$ cat src/rtl/serial_word_deserializer_pkg.sv
// Shared constants for the serial word deserializer: default word width and bit-order encodings.
package serial_word_deserializer_pkg;

    localparam int DEFAULT_WIDTH   = 8;
    localparam bit MSB_FIRST_ORDER = 1'b1;
    localparam bit LSB_FIRST_ORDER = 1'b0;

endpackage

$ cat src/rtl/sipo_shift_reg.sv
// Serial-in shift register holding the WIDTH-1 bits already received; word_next is the
// full word that would exist if bit_in were shifted in now. Cleared by reset or clear.
module sipo_shift_reg
    import serial_word_deserializer_pkg::*;
#(
    parameter int WIDTH     = DEFAULT_WIDTH,
    parameter bit MSB_FIRST = MSB_FIRST_ORDER
) (
    input  logic             clock,
    input  logic             reset,
    input  logic             shift_en,
    input  logic             clear,
    input  logic             bit_in,
    output logic [WIDTH-1:0] word_next
);

    // The oldest bit of a full-width register would always be shifted out before it is
    // ever part of a word, so only WIDTH-1 bits need storing.
    logic [WIDTH-2:0] partial_q;
    logic [WIDTH-2:0] partial_d;

    always_comb begin
        if (MSB_FIRST) begin
            word_next = {partial_q, bit_in};
        end else begin
            word_next = {bit_in, partial_q};
        end
    end

    always_comb begin
        partial_d = partial_q;
        if (clear) begin
            partial_d = '0;
        end else if (shift_en) begin
            partial_d = MSB_FIRST ? word_next[WIDTH-2:0] : word_next[WIDTH-1:1];
        end
    end

    always_ff @(posedge clock or posedge reset) begin
        if (reset) begin
            partial_q <= '0;
        end else begin
            partial_q <= partial_d;
        end
    end

endmodule

$ cat src/rtl/serial_word_deserializer.sv
// Assembles WIDTH strobed serial bits into a word and holds it on a valid/ready port.
// One cycle from final-bit edge to word_valid; a word completing while the slot is stalled is dropped and flagged.
module serial_word_deserializer
    import serial_word_deserializer_pkg::*;
#(
    parameter int WIDTH     = DEFAULT_WIDTH,
    parameter bit MSB_FIRST = MSB_FIRST_ORDER
) (
    input  logic                     clock,
    input  logic                     reset,
    input  logic                     bit_in,
    input  logic                     bit_valid,
    input  logic                     clear,
    output logic [WIDTH-1:0]         word_out,
    output logic                     word_valid,
    input  logic                     word_ready,
    output logic [$clog2(WIDTH)-1:0] bit_count,
    output logic                     overrun
);

    localparam int CNT_W = $clog2(WIDTH);

    logic [CNT_W-1:0] bit_count_q, bit_count_d;
    logic [WIDTH-1:0] word_out_q, word_out_d;
    logic             word_valid_q, word_valid_d;
    logic             overrun_q, overrun_d;

    logic [WIDTH-1:0] word_next;
    logic             shift_en;
    logic             last_bit;
    logic             word_done;
    logic             slot_free;

    assign shift_en  = bit_valid && !clear;
    assign last_bit  = (bit_count_q == CNT_W'(WIDTH - 1));
    assign word_done = shift_en && last_bit;
    // A draining word frees the slot in the same edge the new word lands.
    assign slot_free = !word_valid_q || word_ready;

    sipo_shift_reg #(
        .WIDTH     (WIDTH),
        .MSB_FIRST (MSB_FIRST)
    ) u_shift (
        .clock     (clock),
        .reset     (reset),
        .shift_en  (shift_en),
        .clear     (clear),
        .bit_in    (bit_in),
        .word_next (word_next)
    );

    always_comb begin
        bit_count_d  = bit_count_q;
        word_out_d   = word_out_q;
        word_valid_d = word_valid_q;
        overrun_d    = overrun_q;

        if (clear) begin
            bit_count_d = '0;
            overrun_d   = 1'b0;
        end else if (bit_valid) begin
            bit_count_d = last_bit ? '0 : bit_count_q + CNT_W'(1);
        end

        if (word_valid_q && word_ready) begin
            word_valid_d = 1'b0;
        end

        if (word_done) begin
            if (slot_free) begin
                word_out_d   = word_next;
                word_valid_d = 1'b1;
            end else begin
                overrun_d = 1'b1;
            end
        end
    end

    always_ff @(posedge clock or posedge reset) begin
        if (reset) begin
            bit_count_q  <= '0;
            word_out_q   <= '0;
            word_valid_q <= 1'b0;
            overrun_q    <= 1'b0;
        end else begin
            bit_count_q  <= bit_count_d;
            word_out_q   <= word_out_d;
            word_valid_q <= word_valid_d;
            overrun_q    <= overrun_d;
        end
    end

    assign word_out   = word_out_q;
    assign word_valid = word_valid_q;
    assign bit_count  = bit_count_q;
    assign overrun    = overrun_q;

endmodule

$ cat config.mk
export PLATFORM = sky130hd
export DESIGN_NAME = serial_word_deserializer
export DESIGN_NICKNAME = d
export VERILOG_FILES = /design/src/rtl/serial_word_deserializer_pkg.sv /design/src/rtl/sipo_shift_reg.sv /design/src/rtl/serial_word_deserializer.sv
export SDC_FILE = /design/constraint.sdc
export NUM_CORES = 1
export LEC_CHECK = 0
export ABC_AREA = 1
export BUFFER_PORTS_ARGS = -buffer_cell sky130_fd_sc_hd__buf_2
export CAP_MARGIN = 10
export CORE_MARGIN = 5
export CORE_UTILIZATION = 45
export CTS_BUF_LIST = sky130_fd_sc_hd__clkbuf_8
export CTS_CLUSTER_SIZE = 30
export DETAILED_ROUTE_END_ITERATION = 12
export PLACE_DENSITY = 0.78
export SETUP_SLACK_MARGIN = 0.5
export SLEW_MARGIN = 25
export SYNTH_ARGS = -nofsm -noshare
export SYNTH_HDL_FRONTEND = slang
export SYNTH_SLANG_ARGS = --single-unit
$ cat constraint.sdc
create_clock -name clock -period 1.1 [get_ports clock]
set_input_delay 0.22 -clock clock [delete_from_list [all_inputs] [get_ports clock]]
set_output_delay 0.22 -clock clock [all_outputs]
set_load 0.005 [all_outputs]
==> results of run 1 <==
[timing repair]
item / in CTS / in global routing
gates cloned: 0 / 1
resized for setup: 13 / 15
pin swaps: 10 / 8
hold endpoints to repair: 20 / 20
buffers inserted: 6 / 3
endpoints found under the setup margin: 33 / 33
[cell families (layout without fill, tap and decap cells)]
family / Yosys count / count (layout) / share of synthesized area
AO/OA/AOI/OAI: 8 / 8 / 0.0555
adder cells (fa/ha/maj): 2 / 2 / 0.0300
flip-flops: 20 / 20 / 0.600
buffers and inverters: 13 / 49 / 0.0705
AND/OR/NAND/NOR: 44 / 44 / 0.244
[final cells by class]
| class | instances | area (sq um) | share of cell area |
|---|---|---|---|
| tap | 25 | 31.3 | 0.0248 |
| inverter | 10 | 41.3 | 0.0327 |
| multi-input combinational | 54 | 362 | 0.286 |
| sequential | 20 | 500 | 0.396 |
| clock inverter | 1 | 30.0 | 0.0238 |
| timing repair buffer | 35 | 258 | 0.204 |
| clock buffer | 3 | 41.3 | 0.0327 |
[flip-flops by register name, indices dropped and copies added (netlist names)]
name,flops
u_shift.partial_q,7
word_out,8
overrun,1
word_valid,1
bit_count,3
[how the worst max path moves through the flow]
stage	endpoint	slack (ns)	depth (start not counted)
3_3_place_gp	word_out[2]	-0.02	5
2_1_floorplan	word_out[6]	-0.006	5
4_1_cts	bit_count[0]	-0.04	2
3_5_place_dp	word_out[2]	-0.06	5
5_1_grt	word_out[1]	-0.13	5
6_report	word_out[1]	-0.08	5
[worst reg2reg max path, stage by stage (launching register included)]
cell     delay [ns]
dfrtp_1        0.43
ha_4           0.19
ha_4           0.19
buf_6          0.13
nand4_1        0.08
nand2_1        0.06
[metal layers]
layer | track usage | vias up | share of wire
li1 | - | 364 | -
met1 | 0.203 | 362 | 0.42
met2 | 0.264 | 30 | 0.51
met3 | 0.0254 | 6 | 0.045
met4 | 0.0766 | 0 | 0.024
met5 | 0 | - | 0
[through the flow]
| stage | setup slack (ns) | utilization | hold slack (ns) | setup TNS (ns) | power [mW] |
|---|---|---|---|---|---|
| after floorplan | -0.00600 | - | 0.184 | -0.00600 | 0.827 |
| after global placement | -0.0223 | 0.589 | 0.245 | -0.0888 | 0.873 |
| after detailed placement | -0.0561 | 0.589 | 0.252 | -0.364 | 0.877 |
| after CTS | -0.0436 | 0.685 | -0.0269 | -0.278 | 1.63 |
| after global routing | -0.130 | 0.724 | -0.0161 | -1.08 | 1.71 |
| final | -0.0767 | 0.724 | -0.0382 | -0.504 | 1.66 |
[cell usage in the layout, fill, tap and decap left out, drive strengths merged]
cell type  instances
clkbuf             3
dfrtp             20
bufinv             1
nand2             29
buf               35
nor2               2
ha                 2
o22ai              5
nand3              5
nand4              8
clkinvlp           1
o21ai              3
inv                9
[power breakdown]
part           internal [mW]  leakage (nW)  switching [mW]
Clock                  0.486        0.0357           0.271
Combinational         0.0709         0.362          0.0783
Sequential             0.745         0.277          0.0120
Total                   1.30         0.675           0.362
==> metrics.cfg, run 1 <==
[status]
outcome=complete, but fails checks
violations=negative hold slack, negative setup slack

[layout]
syn2layout_area_growth_pct=51.4
fin_nets=132
fillCellCount=122
diodes=0
finalNonFillerCells=148
finalInstanceArea_sq_um=1260
drive_gt1_frac=0.504

[synth]
synth_edf_count=0
synth_area_sq_um=835
syn_inst=87
ys_seq_area_frac=0.600
syn_avg_cell_area_sq_um=9.59
synthArstFlopShare=1.00
synth_top_cell_area_share=0.600
ys.flop_type=dfrtp_1
synth_seq_cells=20
synth_fp_nets=95
synth_commonest_cells=nand2_1, dfrtp_1, inv_1
synth_most_common_cell=nand2_1
ys_warn_count=0
yosys.area.top_type=dfrtp_1
synthTopCellsByArea=dfrtp_1, nand2_1, nand4_1, inv_1, o22ai_1
synth_cell_types=14

[global_routing]
grt_overflow=0
grt_antenna_before_repair=0
grt_max_degree=21
grt_pass1_vias=697
grt_first_pass_wirelength_mm=3.22
track_usage=0.160

[routing]
drc=0
wire_per_inst_um=14.6
initialDrtViolationCount=32
ant_nets=0
firstDrtPassIters=4
num_vias=762
routed_wl_mm=2.16
viasPerCell=5.15

[setup_path]
critical_path.max_fanout=7
worst-setup-path-type=reg2reg
path_cells=ha_4, ha_4, buf_6, nand4_1, nand2_1
setup.worst_path.start_class=register
r2r_cells=5
end_kind=register
crit_slowest_cell=dfrtp_1
arrival_ns=1.33
required_ns=1.26
cpPeakStageDelay_ns=0.43
r2r_slack_ns=-0.08
startpoint=bit_count[0]
cp_common_cell=ha_4
worstPathBufferInverterCount=1
critPathTopFamily=flip-flops
reg2reg_from=bit_count[0]
rr_endpoint=word_out[1]

[clocking]
cts_buffer_depth=2
tritoncts=built
clock_sinks=20
clk_pin_slew_worst_paths_ns=0.08
htreeDepth=1
clock-root-buffer=clkbuf_8
numCtsBuffers=3
clkLatencyLatePin_ns=0.26

[sta]
final-hold-violation-count=20
finalClockSkew_ns=0.00316
worstMarginPinSlew_ns=0.258
fin_ws_ns=-0.0767
fmax_ghz=0.850
min_period_ns=1.18
drv_slew=0
max_slew_margin=0.828
setup_viol_count_final=10
rsz0062_at_grt=yes
holdWs_ns=-0.0382
finalCritPeriodShare=1.07

[floorplan]
initial_core_util=0.478
die_x_um=53.1
num_rows=15
ioPinCount=19
core-area_sq_um=1750
dieArea_sq_um=2820
die_height_um=53.1

[power_and_ir_drop]
ir_worst_vdd_mv=1.11
p_leak_nw=0.675
p_per_area_nw_per_um2=1320

[place]
gp_congestion=0.776
portBuffers=18
post_dp_cell_area_sq_um=1030
placedCellCount=134
dp_hpwl_mm=1.25

[hold_path]
hold_path_class=in2async

[job]
cap_violations=0

(Power assumes the default switching activity.)
==> run 2: changes to the inputs <==
--- a/config.mk
+++ b/config.mk
@@ -9,11 +9,12 @@
 export BUFFER_PORTS_ARGS = -buffer_cell sky130_fd_sc_hd__buf_2
 export CAP_MARGIN = 10
 export CORE_MARGIN = 5
-export CORE_UTILIZATION = 45
+export CORE_UTILIZATION = 35
 export CTS_BUF_LIST = sky130_fd_sc_hd__clkbuf_8
+export CTS_CLUSTER_DIAMETER = 80
 export CTS_CLUSTER_SIZE = 30
 export DETAILED_ROUTE_END_ITERATION = 12
-export PLACE_DENSITY = 0.78
+export PLACE_DENSITY = 0.65
 export SETUP_SLACK_MARGIN = 0.5
 export SLEW_MARGIN = 25
 export SYNTH_ARGS = -nofsm -noshare
==> metrics.cfg, run 2 (synthesis gave the netlist of run 1 again) <==
[status]
outcome=complete, but fails checks
violations=negative hold slack, negative setup slack

[sta]
worstMarginPinSlew_ns=0.257  ; -0.00119 ns
setup_viol_count_final=10  ; unchanged
final-hold-violation-count=20  ; unchanged
finalCritPeriodShare=1.07  ; -0.00132
rsz0062_at_grt=yes
max_slew_margin=0.829  ; about the same
min_period_ns=1.18  ; -0.00146 ns
fmax_ghz=0.851  ; +0.12%
finalClockSkew_ns=0.00347  ; +0.000309 ns
holdWs_ns=-0.0301  ; +0.00803 ns
fin_ws_ns=-0.0752  ; +0.00146 ns
drv_slew=0  ; unchanged

[layout]
layout_common_cells=nand2_1, dfrtp_1, buf_2, buf_4, buf_6
largest_reg_flops=8  ; unchanged
area.sequential_sq_um=500  ; unchanged
fin_nets=134  ; +1.5%
diodes=0  ; unchanged
multi_input_area_sq_um=364  ; +0.69%
final_common_cell=nand2_1
fillCellCount=186  ; +52%
syn2layout_area_growth_pct=56.2
drive_gt1_frac=0.512  ; +0.00793
post-route-util=0.578  ; -0.146

[routing]
wire_per_inst_um=13.5  ; -7.6%
viasPerCell=4.77  ; -7.3%
num_vias=730  ; -4.2%
drc=0  ; unchanged
ant_nets=0  ; unchanged
routed_wl_mm=2.06  ; -4.5%
firstDrtPassIters=4  ; unchanged
initialDrtViolationCount=16  ; -50%

[setup_path]
required_ns=1.24  ; -0.02 ns
worstPathBufferInverterCount=1  ; unchanged
critical_path.max_fanout=6  ; -1
path_cells=ha_4, ha_4, buf_12, nand4_1, nand2_1
rr_endpoint=word_out[1]
crit_path_end=word_out[1]
r2r_slack_ns=-0.08  ; about the same
crit_slowest_cell=dfrtp_1
reg2reg_from=bit_count[1]
arrival_ns=1.32  ; about the same
critPathTopFamily=flip-flops
r2r_cells=5  ; unchanged
setup.worst_path.start_class=register
cpPeakStageDelay_ns=0.43  ; about the same
path_depth=5  ; unchanged
startpoint=bit_count[1]
cp_common_cell=ha_4
worst-setup-path-type=reg2reg
end_kind=register

[place]
gp_congestion=0.708  ; -8.8%
dp_hpwl_mm=1.32  ; +5.8%
pre_cts_ws_ns=-0.0389  ; +0.0171 ns
portBuffers=18  ; unchanged

[floorplan]
die_height_um=58.8  ; +11%
dieArea_sq_um=3460  ; +23%
initial_core_util=0.370  ; -0.108
die_x_um=58.8  ; +11%
core-area_sq_um=2250  ; +29%
ioPinCount=19  ; unchanged
num_rows=17  ; +2

[global_routing]
grt_overflow=0  ; unchanged
grt_pass1_vias=774  ; +11%
grt_antenna_before_repair=0  ; unchanged
grt_max_degree=21  ; unchanged
grt_first_pass_wirelength_mm=3.44  ; +6.9%
track_usage=0.130  ; -0.0304

[clocking]
clkLatencyLatePin_ns=0.25  ; about the same
clock_sinks=20  ; unchanged
tritoncts=built
cts_buffer_depth=2  ; unchanged
clock-root-buffer=clkbuf_8
clk_pin_slew_worst_paths_ns=0.08  ; about the same
numCtsBuffers=3  ; unchanged
htreeDepth=1  ; unchanged

[power_and_ir_drop]
p_leak_nw=0.691  ; +2.4%
power_switching_share=0.203  ; -0.0147
power_switching_mw=0.334  ; -7.8%
clock_power_share=0.440  ; -0.015
comb_power_share=0.100  ; +0.010
seqPwrFrac=0.460  ; +0.005
ir_worst_vdd_mv=0.778  ; -30%
p_per_area_nw_per_um2=1260  ; -4.1%
power.internal_mw=1.31  ; +0.75%

[job]
cap_violations=0  ; unchanged

[hold_path]
hold_path_class=in2async

==> run 2: cell count changes in the layout (fill, tap and decap cells not counted), sizes merged <==
cell  before  now
buf       35   37
==> run 2: power groups by stage <==
stage	registers (mW)	clock network, mW	logic (mW)
final	0.756	0.725	0.165
after global routing	0.758	0.772	0.178
after CTS	0.755	0.736	0.149
after detailed placement	0.769	0	0.106
after global placement	0.769	0	0.104
after floorplan	0.770	0	0.0570
==> run 2: worst min path at each step <==
| stage | startpoint | to | slack (ns) | cells past startpoint |
|---|---|---|---|---|
| 2_1_floorplan | reset | bit_count[0] | 0.18 | 1 |
| 3_3_place_gp | reset | overrun | 0.25 | 3 |
| 3_5_place_dp | reset | overrun | 0.25 | 3 |
| 4_1_cts | reset | word_out[5] | -0.02 | 3 |
| 5_1_grt | reset | word_out[5] | 0.006 | 3 |
| 6_report | reset | word_valid | -0.03 | 3 |
==> run 2: timing repair <==
| action | in CTS | in global routing |
|---|---|---|
| resized for setup | 19 | 10 |
| setup buffers | 8 | 3 |
| gates cloned | 1 | 0 |
| endpoints found under the hold margin | 20 | 0 |
| endpoints found under the setup margin | 33 | 33 |
| pin swaps | 11 | 9 |
==> run 2: cell type report <==
| cell class | count | area share |
|---|---|---|
| inverter | 10 | 0.0336 |
| tap | 28 | 0.0269 |
| clock inverter | 1 | 0.0230 |
| clock buffer | 3 | 0.0317 |
| multi-input combinational | 54 | 0.279 |
| sequential | 20 | 0.384 |
| timing repair buffer | 37 | 0.222 |
==> run 2: metrics by stage <==
step	std cells	hold slack (ns)	TNS, ns	power, mW	instance area (sq um)
after floorplan	87	0.184	-0.00600	0.827	882
after global placement	137	0.251	-0.0723	0.872	1040
after detailed placement	137	0.255	-0.209	0.875	1040
after CTS	150	-0.0212	-0.254	1.64	1240
after global routing	153	0.00631	-0.943	1.71	1300
final	153	-0.0301	-0.391	1.65	1300
==> run 2: worst reg2reg max path, cell delays in order, from the launching register on <==
cell     delay [ns]
dfrtp_1        0.43
ha_4           0.18
ha_4           0.18
buf_12         0.13
nand4_1        0.08
nand2_1        0.07
==> run 2: per-layer routing <==
metal | vias to the layer above | global-route usage | part of all wire
met3 | 2 | 0.0285 | 0.039
met4 | 0 | 0.0485 | 0.013
met5 | - | 0 | 0
met1 | 352 | 0.142 | 0.41
li1 | 365 | - | -
met2 | 11 | 0.241 | 0.53
==> run 3: changes to the inputs <==
--- a/config.mk
+++ b/config.mk
@@ -14,6 +14,7 @@
 export CTS_CLUSTER_DIAMETER = 80
 export CTS_CLUSTER_SIZE = 30
 export DETAILED_ROUTE_END_ITERATION = 12
+export GPL_TIMING_DRIVEN = 0
 export PLACE_DENSITY = 0.65
 export SETUP_SLACK_MARGIN = 0.5
 export SLEW_MARGIN = 25
==> metrics.cfg, run 3 (synthesis gave the netlist of run 1 again) <==
[layout]
fin_nets=131  ; -2.2%
syn2layout_area_growth_pct=48.1
largest_reg_flops=8  ; unchanged
diodes=0  ; unchanged
finalNonFillerCells=150  ; -2.0%
layout_common_cells=nand2_1, dfrtp_1, buf_2, buf_4, nand4_1
post-route-util=0.548  ; -0.0300
final_common_cell=nand2_1
drive_gt1_frac=0.516  ; +0.00439
finalInstanceArea_sq_um=1240  ; -5.2%

[setup_path]
critical_path.max_fanout=5  ; -1
cpPeakStageDelay_ns=0.43  ; about the same
worstPathBufferInverterCount=1  ; unchanged
cp_common_cell=ha_4
path_cells=ha_4, ha_4, buf_6, nand4_1, nand2_1
critPathTopFamily=flip-flops
crit_slowest_cell=dfrtp_1
setup.worst_path.start_class=register
end_kind=register
worst-setup-path-type=reg2reg
required_ns=1.25  ; about the same
arrival_ns=1.31  ; about the same

[routing]
routed_wl_mm=1.89  ; -8.4%
ant_nets=0  ; unchanged
firstDrtPassIters=4  ; unchanged
initialDrtViolationCount=22  ; +6
viasPerCell=4.56  ; -4.4%
num_vias=684  ; -6.3%
drc=0  ; unchanged
wire_per_inst_um=12.6  ; -6.6%

[floorplan]
die_x_um=58.8  ; unchanged
die_height_um=58.8  ; unchanged
dieArea_sq_um=3460  ; unchanged
num_rows=17  ; unchanged
initial_core_util=0.370  ; unchanged
core-area_sq_um=2250  ; unchanged
ioPinCount=19  ; unchanged

[clocking]
clk_pin_slew_worst_paths_ns=0.08  ; about the same
numCtsBuffers=3  ; unchanged
cts_buffer_depth=2  ; unchanged
clock-root-buffer=clkbuf_8
tritoncts=built
htreeDepth=1  ; unchanged
clkLatencyLatePin_ns=0.25  ; about the same
clock_sinks=20  ; unchanged

[place]
portBuffers=18  ; unchanged
post_dp_cell_area_sq_um=1010  ; -3.6%
placedCellCount=133  ; -2.9%
gp_congestion=0.702  ; -0.76%
dp_hpwl_mm=1.17  ; -11%

[sta]
finalCritPeriodShare=1.05  ; -0.0165
holdWs_ns=-0.0398  ; -0.00965 ns
drv_slew=0  ; unchanged
fin_ws_ns=-0.0571  ; +0.0181 ns
fmax_ghz=0.864  ; +1.6%
max_slew_margin=0.706  ; -0.122
setup_viol_count_final=11  ; +1
rsz0062_at_grt=yes
finalClockSkew_ns=0.00111  ; -0.00236 ns
final-hold-violation-count=20  ; unchanged
worstMarginPinSlew_ns=0.439  ; +0.182 ns
min_period_ns=1.16  ; -0.0181 ns

[status]
outcome=complete, but fails checks
violations=negative hold slack, negative setup slack

[power_and_ir_drop]
comb_power_share=0.072  ; -0.028
seqPwrFrac=0.471  ; +0.011
power_switching_mw=0.332  ; -0.43%
p_leak_nw=0.661  ; -4.3%
power_mw=1.61  ; -2.4%
power_switching_share=0.207  ; +0.00398
ir_worst_vdd_mv=0.941  ; +21%
p_per_area_nw_per_um2=1300  ; +3.0%
power.internal_mw=1.27  ; -2.8%
clock_power_share=0.457  ; +0.017

[hold_path]
hold_path_class=in2async

[global_routing]
grt_max_degree=21  ; unchanged
grtUsageMet3=0.0197  ; -0.00877
grt_antenna_before_repair=0  ; unchanged
grt_pass1_vias=676  ; -13%
grt_util_met1=0.135  ; -0.00739
busiest_layer=met2
grt.met2_usage=0.183  ; -0.0584
grt_first_pass_wirelength_mm=2.91  ; -15%
grt_overflow=0  ; unchanged
track_usage=0.112  ; -0.0184

[job]
cap_violations=0  ; unchanged

## run 3: cell types whose count changed in the layout (fill, tap and decap cells not counted), sizes merged
cell      before  now
buf           37   34
clkinvlp       1    2
inv            9    8
## run 3: cell type report
class | count | area, sq um
Fill cell | 208 | 1020
Sequential cell | 20 | 500
Multi-Input combinational cell | 54 | 369
Timing Repair Buffer | 31 | 188
Inverter | 10 | 45.0
Clock buffer | 3 | 41.3
Tap cell | 28 | 35.0
Clock inverter | 1 | 30.0
Buffer | 3 | 27.5
## run 3: path summary, 6_finish.rpt
check                        startpoint                    to  slack (ns)  depth (start not counted)
hold / removal                    reset            word_valid       -0.04                          2
min in group clock               bit_in  u_shift.partial_q[0]        0.20                          3
setup / recovery           bit_count[0]           word_out[6]       -0.06                          5
setup reg to reg           bit_count[0]           word_out[6]       -0.06                          5
max in group asynchronous         reset           word_out[2]        0.87                          2
hold reg to reg                 overrun               overrun        0.50                          2
## run 3: power by group through the flow
stage | logic [mW] | registers (mW) | clock network, mW
after floorplan | 0.0570 | 0.770 | 0
after global placement | 0.0890 | 0.770 | 0
after detailed placement | 0.0907 | 0.771 | 0
after CTS | 0.101 | 0.755 | 0.744
after global routing | 0.129 | 0.758 | 0.788
final | 0.115 | 0.756 | 0.735
## run 3: repair_timing
action | CTS | global route
endpoints found under the setup margin | 53 | 33
cloned | 1 | 0
resized for setup | 5 | 14
buffers inserted | 8 | 4
pin swaps | 11 | 6
endpoints found under the hold margin | 20 | 20
## run 3: metrics by stage
| stage | setup TNS (ns) | setup slack (ns) |
|---|---|---|
| 2_1_floorplan | -0.00600 | -0.00600 |
| 3_3_place_gp | -0.248 | -0.0392 |
| 3_5_place_dp | -0.374 | -0.0569 |
| 4_1_cts | -0.402 | -0.0580 |
| 6_report | -0.444 | -0.0571 |
| 5_1_grt | -0.856 | -0.115 |
## run 3: layer usage
layer | vias up | share of wire
met5 | - | 0
met4 | 0 | 0.015
met3 | 2 | 0.026
met2 | 13 | 0.49
met1 | 312 | 0.47
li1 | 357 | -
